**src/rtl/rd2ex_operand_stage_if.sv**
```systemverilog
// READ->EXECUTE operand-stage bus: decoded instruction in, forwarding/hazard decisions in,
// rd2ex addresses and EXECUTE operands out. "slave" is the stage, "master" drives it.
interface rd2ex_operand_stage_if #(
    parameter int D_SIZE = 32,
    parameter int CNT_W  = 16
);
    logic              instr_valid_in;
    logic [6:0]        opcode_in;
    logic [2:0]        addr_op1_in;
    logic [2:0]        addr_op2_in;
    logic [2:0]        dest_in;
    logic              reg_re_in;
    logic [D_SIZE-1:0] rf_data1;
    logic [D_SIZE-1:0] rf_data2;
    logic [D_SIZE-1:0] result_wb;
    logic              df1;
    logic              df2;
    logic              freeze;
    logic              clear;

    logic [2:0]        addr_op1_rd2ex;
    logic [2:0]        addr_op2_rd2ex;
    logic [2:0]        dest_rd2ex;
    logic              reg_re_en;
    logic              ex_valid;
    logic [6:0]        ex_opcode;
    logic [D_SIZE-1:0] ex_op1;
    logic [D_SIZE-1:0] ex_op2;
    logic              stall_fetch;
    logic [CNT_W-1:0]  stall_count;

    modport slave (
        input  instr_valid_in, opcode_in, addr_op1_in, addr_op2_in, dest_in, reg_re_in,
        input  rf_data1, rf_data2, result_wb, df1, df2, freeze, clear,
        output addr_op1_rd2ex, addr_op2_rd2ex, dest_rd2ex, reg_re_en,
        output ex_valid, ex_opcode, ex_op1, ex_op2, stall_fetch, stall_count
    );

    modport master (
        output instr_valid_in, opcode_in, addr_op1_in, addr_op2_in, dest_in, reg_re_in,
        output rf_data1, rf_data2, result_wb, df1, df2, freeze, clear,
        input  addr_op1_rd2ex, addr_op2_rd2ex, dest_rd2ex, reg_re_en,
        input  ex_valid, ex_opcode, ex_op1, ex_op2, stall_fetch, stall_count
    );
endinterface

```
**src/rtl/rd2ex_operand_stage.sv**
```systemverilog
// READ->EXECUTE pipeline register with write-back forwarding, load-use stall and bubble insertion.
//   state | meaning
//   RUN   | rd2ex loads every cycle unless freeze; held instruction visible to EXECUTE
//   STALL | rd2ex held and patched from write-back; EXECUTE sees a bubble; FETCH held
module rd2ex_operand_stage #(
    parameter int D_SIZE       = 32,
    parameter int STALL_CYCLES = 1,
    parameter int CNT_W        = 16
) (
    input logic clk,
    input logic rst,
    rd2ex_operand_stage_if.slave bus
);
    localparam int CW = (STALL_CYCLES > 1) ? $clog2(STALL_CYCLES) : 1;

    typedef enum logic {RUN = 1'b0, STALL = 1'b1} state_t;

    state_t            state_q, state_d;
    logic [CW-1:0]     cnt_q, cnt_d;
    logic              valid_q, valid_d;
    logic [6:0]        opcode_q, opcode_d;
    logic [2:0]        addr1_q, addr1_d;
    logic [2:0]        addr2_q, addr2_d;
    logic [2:0]        dest_q, dest_d;
    logic              reg_re_q, reg_re_d;
    logic [D_SIZE-1:0] op1_q, op1_d;
    logic [D_SIZE-1:0] op2_q, op2_d;
    logic [CNT_W-1:0]  stall_cnt_q, stall_cnt_d;
    logic [D_SIZE-1:0] op1_fwd, op2_fwd;

    assign op1_fwd = bus.df1 ? bus.result_wb : op1_q;
    assign op2_fwd = bus.df2 ? bus.result_wb : op2_q;

    always_comb begin
        state_d     = state_q;
        cnt_d       = cnt_q;
        valid_d     = valid_q;
        opcode_d    = opcode_q;
        addr1_d     = addr1_q;
        addr2_d     = addr2_q;
        dest_d      = dest_q;
        reg_re_d    = reg_re_q;
        op1_d       = op1_q;
        op2_d       = op2_q;
        stall_cnt_d = stall_cnt_q;
        case (state_q)
            RUN: begin
                if (!bus.freeze) begin
                    valid_d  = bus.instr_valid_in;
                    opcode_d = bus.opcode_in;
                    addr1_d  = bus.addr_op1_in;
                    addr2_d  = bus.addr_op2_in;
                    dest_d   = bus.dest_in;
                    reg_re_d = bus.reg_re_in;
                    op1_d    = bus.rf_data1;
                    op2_d    = bus.rf_data2;
                end else begin
                    state_d = STALL;
                    cnt_d   = CW'(STALL_CYCLES - 1);
                    op1_d   = op1_fwd;
                    op2_d   = op2_fwd;
                end
            end
            STALL: begin
                // Patch the held operands so a write-back seen only during the stall survives.
                op1_d = op1_fwd;
                op2_d = op2_fwd;
                if (stall_cnt_q != {CNT_W{1'b1}}) stall_cnt_d = stall_cnt_q + 1'b1;
                if (cnt_q != '0) cnt_d = cnt_q - 1'b1;
                else             state_d = RUN;
            end
            default: state_d = RUN;
        endcase
    end

    always_ff @(posedge clk) begin
        if (!rst) begin
            state_q     <= RUN;
            cnt_q       <= '0;
            valid_q     <= 1'b0;
            opcode_q    <= '0;
            addr1_q     <= '0;
            addr2_q     <= '0;
            dest_q      <= '0;
            reg_re_q    <= 1'b0;
            op1_q       <= '0;
            op2_q       <= '0;
            stall_cnt_q <= '0;
        end else begin
            state_q     <= state_d;
            cnt_q       <= cnt_d;
            valid_q     <= valid_d;
            opcode_q    <= opcode_d;
            addr1_q     <= addr1_d;
            addr2_q     <= addr2_d;
            dest_q      <= dest_d;
            reg_re_q    <= reg_re_d;
            op1_q       <= op1_d;
            op2_q       <= op2_d;
            stall_cnt_q <= stall_cnt_d;
        end
    end

    assign bus.addr_op1_rd2ex = addr1_q;
    assign bus.addr_op2_rd2ex = addr2_q;
    assign bus.dest_rd2ex     = dest_q;
    assign bus.reg_re_en      = reg_re_q;
    assign bus.ex_opcode      = opcode_q;
    assign bus.ex_op1         = op1_fwd;
    assign bus.ex_op2         = op2_fwd;
    assign bus.ex_valid       = valid_q & ~bus.clear & (state_q == RUN);
    // Gated by rst so FETCH is released in the very cycle reset is asserted.
    assign bus.stall_fetch    = rst & (((state_q == RUN) & bus.freeze) | (state_q == STALL));
    assign bus.stall_count    = stall_cnt_q;
endmodule

```
**src/flat_wrapper.sv**
```systemverilog
// flat-port wrapper written by rule: the top's interface ports become plain ports
module rd2ex_operand_stage_flat 
#(
    parameter int D_SIZE       = 32,
    parameter int STALL_CYCLES = 1,
    parameter int CNT_W        = 16
)
  (clk, rst, bus_instr_valid_in, bus_opcode_in, bus_addr_op1_in, bus_addr_op2_in, bus_dest_in, bus_reg_re_in, bus_rf_data1, bus_rf_data2, bus_result_wb, bus_df1, bus_df2, bus_freeze, bus_clear, bus_addr_op1_rd2ex, bus_addr_op2_rd2ex, bus_dest_rd2ex, bus_reg_re_en, bus_ex_valid, bus_ex_opcode, bus_ex_op1, bus_ex_op2, bus_stall_fetch, bus_stall_count);
  rd2ex_operand_stage_if #(.D_SIZE(D_SIZE), .CNT_W(CNT_W)) bus_i ();
  input logic clk;
  input logic rst;
  input wire logic [$bits(bus_i.instr_valid_in)-1:0] bus_instr_valid_in;
  input wire logic [$bits(bus_i.opcode_in)-1:0] bus_opcode_in;
  input wire logic [$bits(bus_i.addr_op1_in)-1:0] bus_addr_op1_in;
  input wire logic [$bits(bus_i.addr_op2_in)-1:0] bus_addr_op2_in;
  input wire logic [$bits(bus_i.dest_in)-1:0] bus_dest_in;
  input wire logic [$bits(bus_i.reg_re_in)-1:0] bus_reg_re_in;
  input wire logic [$bits(bus_i.rf_data1)-1:0] bus_rf_data1;
  input wire logic [$bits(bus_i.rf_data2)-1:0] bus_rf_data2;
  input wire logic [$bits(bus_i.result_wb)-1:0] bus_result_wb;
  input wire logic [$bits(bus_i.df1)-1:0] bus_df1;
  input wire logic [$bits(bus_i.df2)-1:0] bus_df2;
  input wire logic [$bits(bus_i.freeze)-1:0] bus_freeze;
  input wire logic [$bits(bus_i.clear)-1:0] bus_clear;
  output wire logic [$bits(bus_i.addr_op1_rd2ex)-1:0] bus_addr_op1_rd2ex;
  output wire logic [$bits(bus_i.addr_op2_rd2ex)-1:0] bus_addr_op2_rd2ex;
  output wire logic [$bits(bus_i.dest_rd2ex)-1:0] bus_dest_rd2ex;
  output wire logic [$bits(bus_i.reg_re_en)-1:0] bus_reg_re_en;
  output wire logic [$bits(bus_i.ex_valid)-1:0] bus_ex_valid;
  output wire logic [$bits(bus_i.ex_opcode)-1:0] bus_ex_opcode;
  output wire logic [$bits(bus_i.ex_op1)-1:0] bus_ex_op1;
  output wire logic [$bits(bus_i.ex_op2)-1:0] bus_ex_op2;
  output wire logic [$bits(bus_i.stall_fetch)-1:0] bus_stall_fetch;
  output wire logic [$bits(bus_i.stall_count)-1:0] bus_stall_count;
  assign bus_i.instr_valid_in = bus_instr_valid_in;
  assign bus_i.opcode_in = bus_opcode_in;
  assign bus_i.addr_op1_in = bus_addr_op1_in;
  assign bus_i.addr_op2_in = bus_addr_op2_in;
  assign bus_i.dest_in = bus_dest_in;
  assign bus_i.reg_re_in = bus_reg_re_in;
  assign bus_i.rf_data1 = bus_rf_data1;
  assign bus_i.rf_data2 = bus_rf_data2;
  assign bus_i.result_wb = bus_result_wb;
  assign bus_i.df1 = bus_df1;
  assign bus_i.df2 = bus_df2;
  assign bus_i.freeze = bus_freeze;
  assign bus_i.clear = bus_clear;
  assign bus_addr_op1_rd2ex = bus_i.addr_op1_rd2ex;
  assign bus_addr_op2_rd2ex = bus_i.addr_op2_rd2ex;
  assign bus_dest_rd2ex = bus_i.dest_rd2ex;
  assign bus_reg_re_en = bus_i.reg_re_en;
  assign bus_ex_valid = bus_i.ex_valid;
  assign bus_ex_opcode = bus_i.ex_opcode;
  assign bus_ex_op1 = bus_i.ex_op1;
  assign bus_ex_op2 = bus_i.ex_op2;
  assign bus_stall_fetch = bus_i.stall_fetch;
  assign bus_stall_count = bus_i.stall_count;
  rd2ex_operand_stage #(.D_SIZE(D_SIZE), .STALL_CYCLES(STALL_CYCLES), .CNT_W(CNT_W)) u_core (.clk(clk), .rst(rst), .bus(bus_i));
endmodule
```
**config.mk**
```make
export PLATFORM = sky130hd
export DESIGN_NAME = rd2ex_operand_stage_flat
export DESIGN_NICKNAME = d
export VERILOG_FILES = /design/src/rtl/rd2ex_operand_stage_if.sv /design/src/rtl/rd2ex_operand_stage.sv /design/src/flat_wrapper.sv
export SDC_FILE = /design/constraint.sdc
export NUM_CORES = 1
export LEC_CHECK = 0
export BUFFER_PORTS_ARGS = -buffer_cell sky130_fd_sc_hd__buf_2
export CAP_MARGIN = 20
export CELL_PAD_IN_SITES_DETAIL_PLACEMENT = 0
export CELL_PAD_IN_SITES_GLOBAL_PLACEMENT = 1
export CORE_MARGIN = 3
export CORE_UTILIZATION = 35
export CTS_BUF_LIST = sky130_fd_sc_hd__clkbuf_4
export DETAILED_ROUTE_END_ITERATION = 10
export PLACE_DENSITY = 0.93
export SKIP_LAST_GASP = 1
export SYNTH_ARGS = -nofsm -noshare
export SYNTH_HDL_FRONTEND = slang
export SYNTH_SLANG_ARGS = --single-unit
```
**constraint.sdc**
```tcl
create_clock -name clk -period 4.2 [get_ports clk]
set_input_delay 0 -clock clk [delete_from_list [all_inputs] [get_ports clk]]
set_output_delay 0 -clock clk [all_outputs]
set_load 0.05 [all_outputs]
```
==> results.sh <==
export IMPL_io_pins=219
export IMPL_critPathSlowestCell="or2_2"
export IMPL_yosysWarnings=0
export IMPL_path_buf_inv=2
export IMPL_crit_required_ns=4.59
export IMPL_leakagePower_nw=3.40
export IMPL_ys_types=36
export IMPL_grt_usage=0.220
export IMPL_tightest_slew_ns=0.866
export IMPL_gp_congestion=0.854
export IMPL_drv_slew=0
export IMPL_r2r_cells=5
export IMPL_hold_depth=4
export IMPL_dr_pass1_iters=4
export IMPL_grt_pass1_vias=5419
export IMPL_placement_rows=40
export IMPL_synth_largest_area_cell="dfxtp_1"
export IMPL_crit_cells=5
export IMPL_critPathKind="reg -> reg"
export IMPL_synth_top_family_by_area="simple AND/OR/NAND/NOR gates"
export IMPL_hp_class="in -> reg"
export IMPL_antenna_left=0
export IMPL_antenna_found_initial=1
export IMPL_cts_tree="yes"
export IMPL_fin_setup_tns_ns=0
export IMPL_status="finished, final reports clean"
export IMPL_drc=0
export IMPL_synth_edf_count=0
export IMPL_relSlewSlack=0.423
export IMPL_core_area_sq_um=12200
export IMPL_crit_chain="or2_2 -> buf_4 -> nor2_1 -> nor3_1 -> dlygate4sd3_1"
export IMPL_die_area_sq_um=14100
export IMPL_clock_latency_ns=0.46
export IMPL_placed_cell_area_sq_um=5620
export IMPL_fin_cells=1061
export IMPL_cts_setup_buffers=0
export IMPL_die_x_um=119
export IMPL_maxCapViolCount=0
export IMPL_layout_common_cells="buf_2 (218), dlygate4sd3_1 (154), nor2_1 (134), dfxtp_1 (99)"
export IMPL_synth_compound_area_frac=0.0540
export IMPL_drtIter0Drc=340
export IMPL_synth_xor_area_frac=0.00393
export IMPL_syn_num_nets=660
export IMPL_grt_pass1_wl_mm=25.4
export IMPL_skew_ns=0.0146
export IMPL_drive_gt1_frac=0.343
export IMPL_period_minus_slack_ns=2.81
export IMPL_wl_mm=16.1
export IMPL_post_route_period_util=0.668
export IMPL_rrSetupSlack_ns=1.39
export IMPL_die_h_um=119
export IMPL_rsz0062_at_grt="false"
export IMPL_cts_clk_slew_worst_paths_ns=0.14
export IMPL_syn_to_final_growth_pct=64.4
export IMPL_fmax_mhz=356
export IMPL_grt_max_degree=61
export IMPL_power_density_nw_per_um2=314
export IMPL_synth_top_area_share=0.445
export IMPL_cts_root_buffer="clkbuf_4"
export IMPL_crit_fanout=44
export IMPL_slowest_delay_ns=0.72
export IMPL_synth_adder_area_share=0.00281
export IMPL_nets=1008
export IMPL_hold_ws_ns=0.331
export IMPL_portBuffers=218
export IMPL_layout_commonest_cell="buf_2"
export IMPL_netlist_area_sq_um=4450
export IMPL_crit_arrival_ns=3.20
export IMPL_postSynthAreaPerCell_sq_um=8.26
export IMPL_synthSimpleGateAreaFrac=0.279
export IMPL_startpoint_type="flop"
export IMPL_grt_ovfl_total=0
export IMPL_synth_ff_type="dfxtp_1"
export IMPL_vias_per_cell=4.90
export IMPL_synth_async_reset_ratio=0
export IMPL_synth_seq_cells=99
export IMPL_initial_utilization=0.365
export IMPL_wire_per_inst_um=15.1
export IMPL_synth_area_leaders="dfxtp_1 (45%), mux2_2 (16%), nor2_1 (11%), nor3_1 (7.2%), nand2_1 (4.0%)"
export IMPL_synthCells=539
export IMPL_cts_made_buffers=9
export IMPL_vias=5202
export IMPL_end_kind="flop"
export IMPL_final_cell_area_sq_um=7320
export IMPL_clkSinkCount=99
export IMPL_yosysSeqAreaShare=0.445
export IMPL_clk_path_buf_depth=2
export IMPL_synth_area_mux_share=0.175
export IMPL_post_dp_hpwl_mm=9.45
export IMPL_path_delay_family="buffers and inverters"
export IMPL_final_core_util=0.599
export IMPL_hold_viol_final=0
export IMPL_setup_viol=0
export IMPL_h_tree_depth=3
export IMPL_ir_drop_uv=225
export IMPL_dp_cells=889
flip-flops by register name (all words and copies together), names as in the netlist:
signal	cells
u_core.state_q	1
u_core.bus.addr_op1_rd2ex	3
u_core.valid_q	1
u_core.bus.reg_re_en	1
u_core.bus.stall_count	16
u_core.bus.addr_op2_rd2ex	3
u_core.bus.ex_opcode	7
u_core.op1_q	32
u_core.bus.dest_rd2ex	3
u_core.op2_q	32
kinds of logic after synthesis:
logic type	Yosys count
buffers and inverters	42
flip-flops	99
multiplexers	70
AND/OR/NAND/NOR	284
XOR/XNOR	2
adder cells (fa/ha/maj)	1
AO/OA/AOI/OAI	41
per-layer routing:
layer  vias to the layer above  share of wire  global-route usage
li1                       2529              -                   -
met1                      2430           0.38               0.229
met2                       184           0.52               0.406
met3                        59          0.051              0.0483
met4                         0          0.045               0.125
met5                         -              0                   0
synth_stat cells (2+ instances only):
cell	n
mux2i_1	6
or3_1	3
or4_1	3
dfxtp_1	99
nand2b_1	6
nand3_1	8
nor3_1	64
a21oi_1	26
o31ai_1	3
inv_1	2
o21ai_0	5
nand2_1	48
and3_1	3
and4_1	2
nand4_1	5
mux2_2	64
nor4_1	2
clkbuf_1	30
nor2_1	135
buf_2	8
nor3b_1	2
metrics by stage:
step / power, mW / setup WS (ns)
final: 2.29 / 1.39
after global routing: 2.40 / 1.21
after CTS: 2.30 / 1.43
after detailed placement: 1.66 / 1.99
after global placement: 1.66 / 2.08
after floorplan: 1.50 / 2.14
worst reg2reg max path: stages, from the launching register on:
cell and delay (ns):
dfxtp_1 0.58, or2_2 0.72, buf_4 0.57, nor2_1 0.11, nor3_1 0.21, dlygate4sd3_1 0.58
report_power, final:
| part | total (mW) | switching (mW) | internal (mW) |
|---|---|---|---|
| combinational | 0.774 | 0.471 | 0.303 |
| sequential | 1.02 | 0.0195 | 1.00 |
| clock | 0.499 | 0.315 | 0.184 |
cell type report:
type	instances	area [sq um]
fillers	1086	4890
repair buffers	377	2680
multi-input cells	398	2300
flip-flops and latches	99	1980
well taps	168	210
clock buffers	10	75.1
clock inverters	6	56.3
inverters	2	7.51
diodes	1	2.50
path summary, 6_finish.rpt:
path | start | to
setup / recovery | u_core.state_q | u_core.op1_q[28]
setup reg to reg | u_core.state_q | u_core.op1_q[28]
hold reg to reg | u_core.bus.ex_opcode[4] | u_core.bus.ex_opcode[4]
hold / removal | bus_opcode_in[5] | u_core.bus.ex_opcode[5]
timing repair:
action                                 4_1_cts  5_1_grt
resized for setup                            0        0
endpoints found under the hold margin       91        0
hold buffers                               154        0
(Power assumes the default switching activity.)
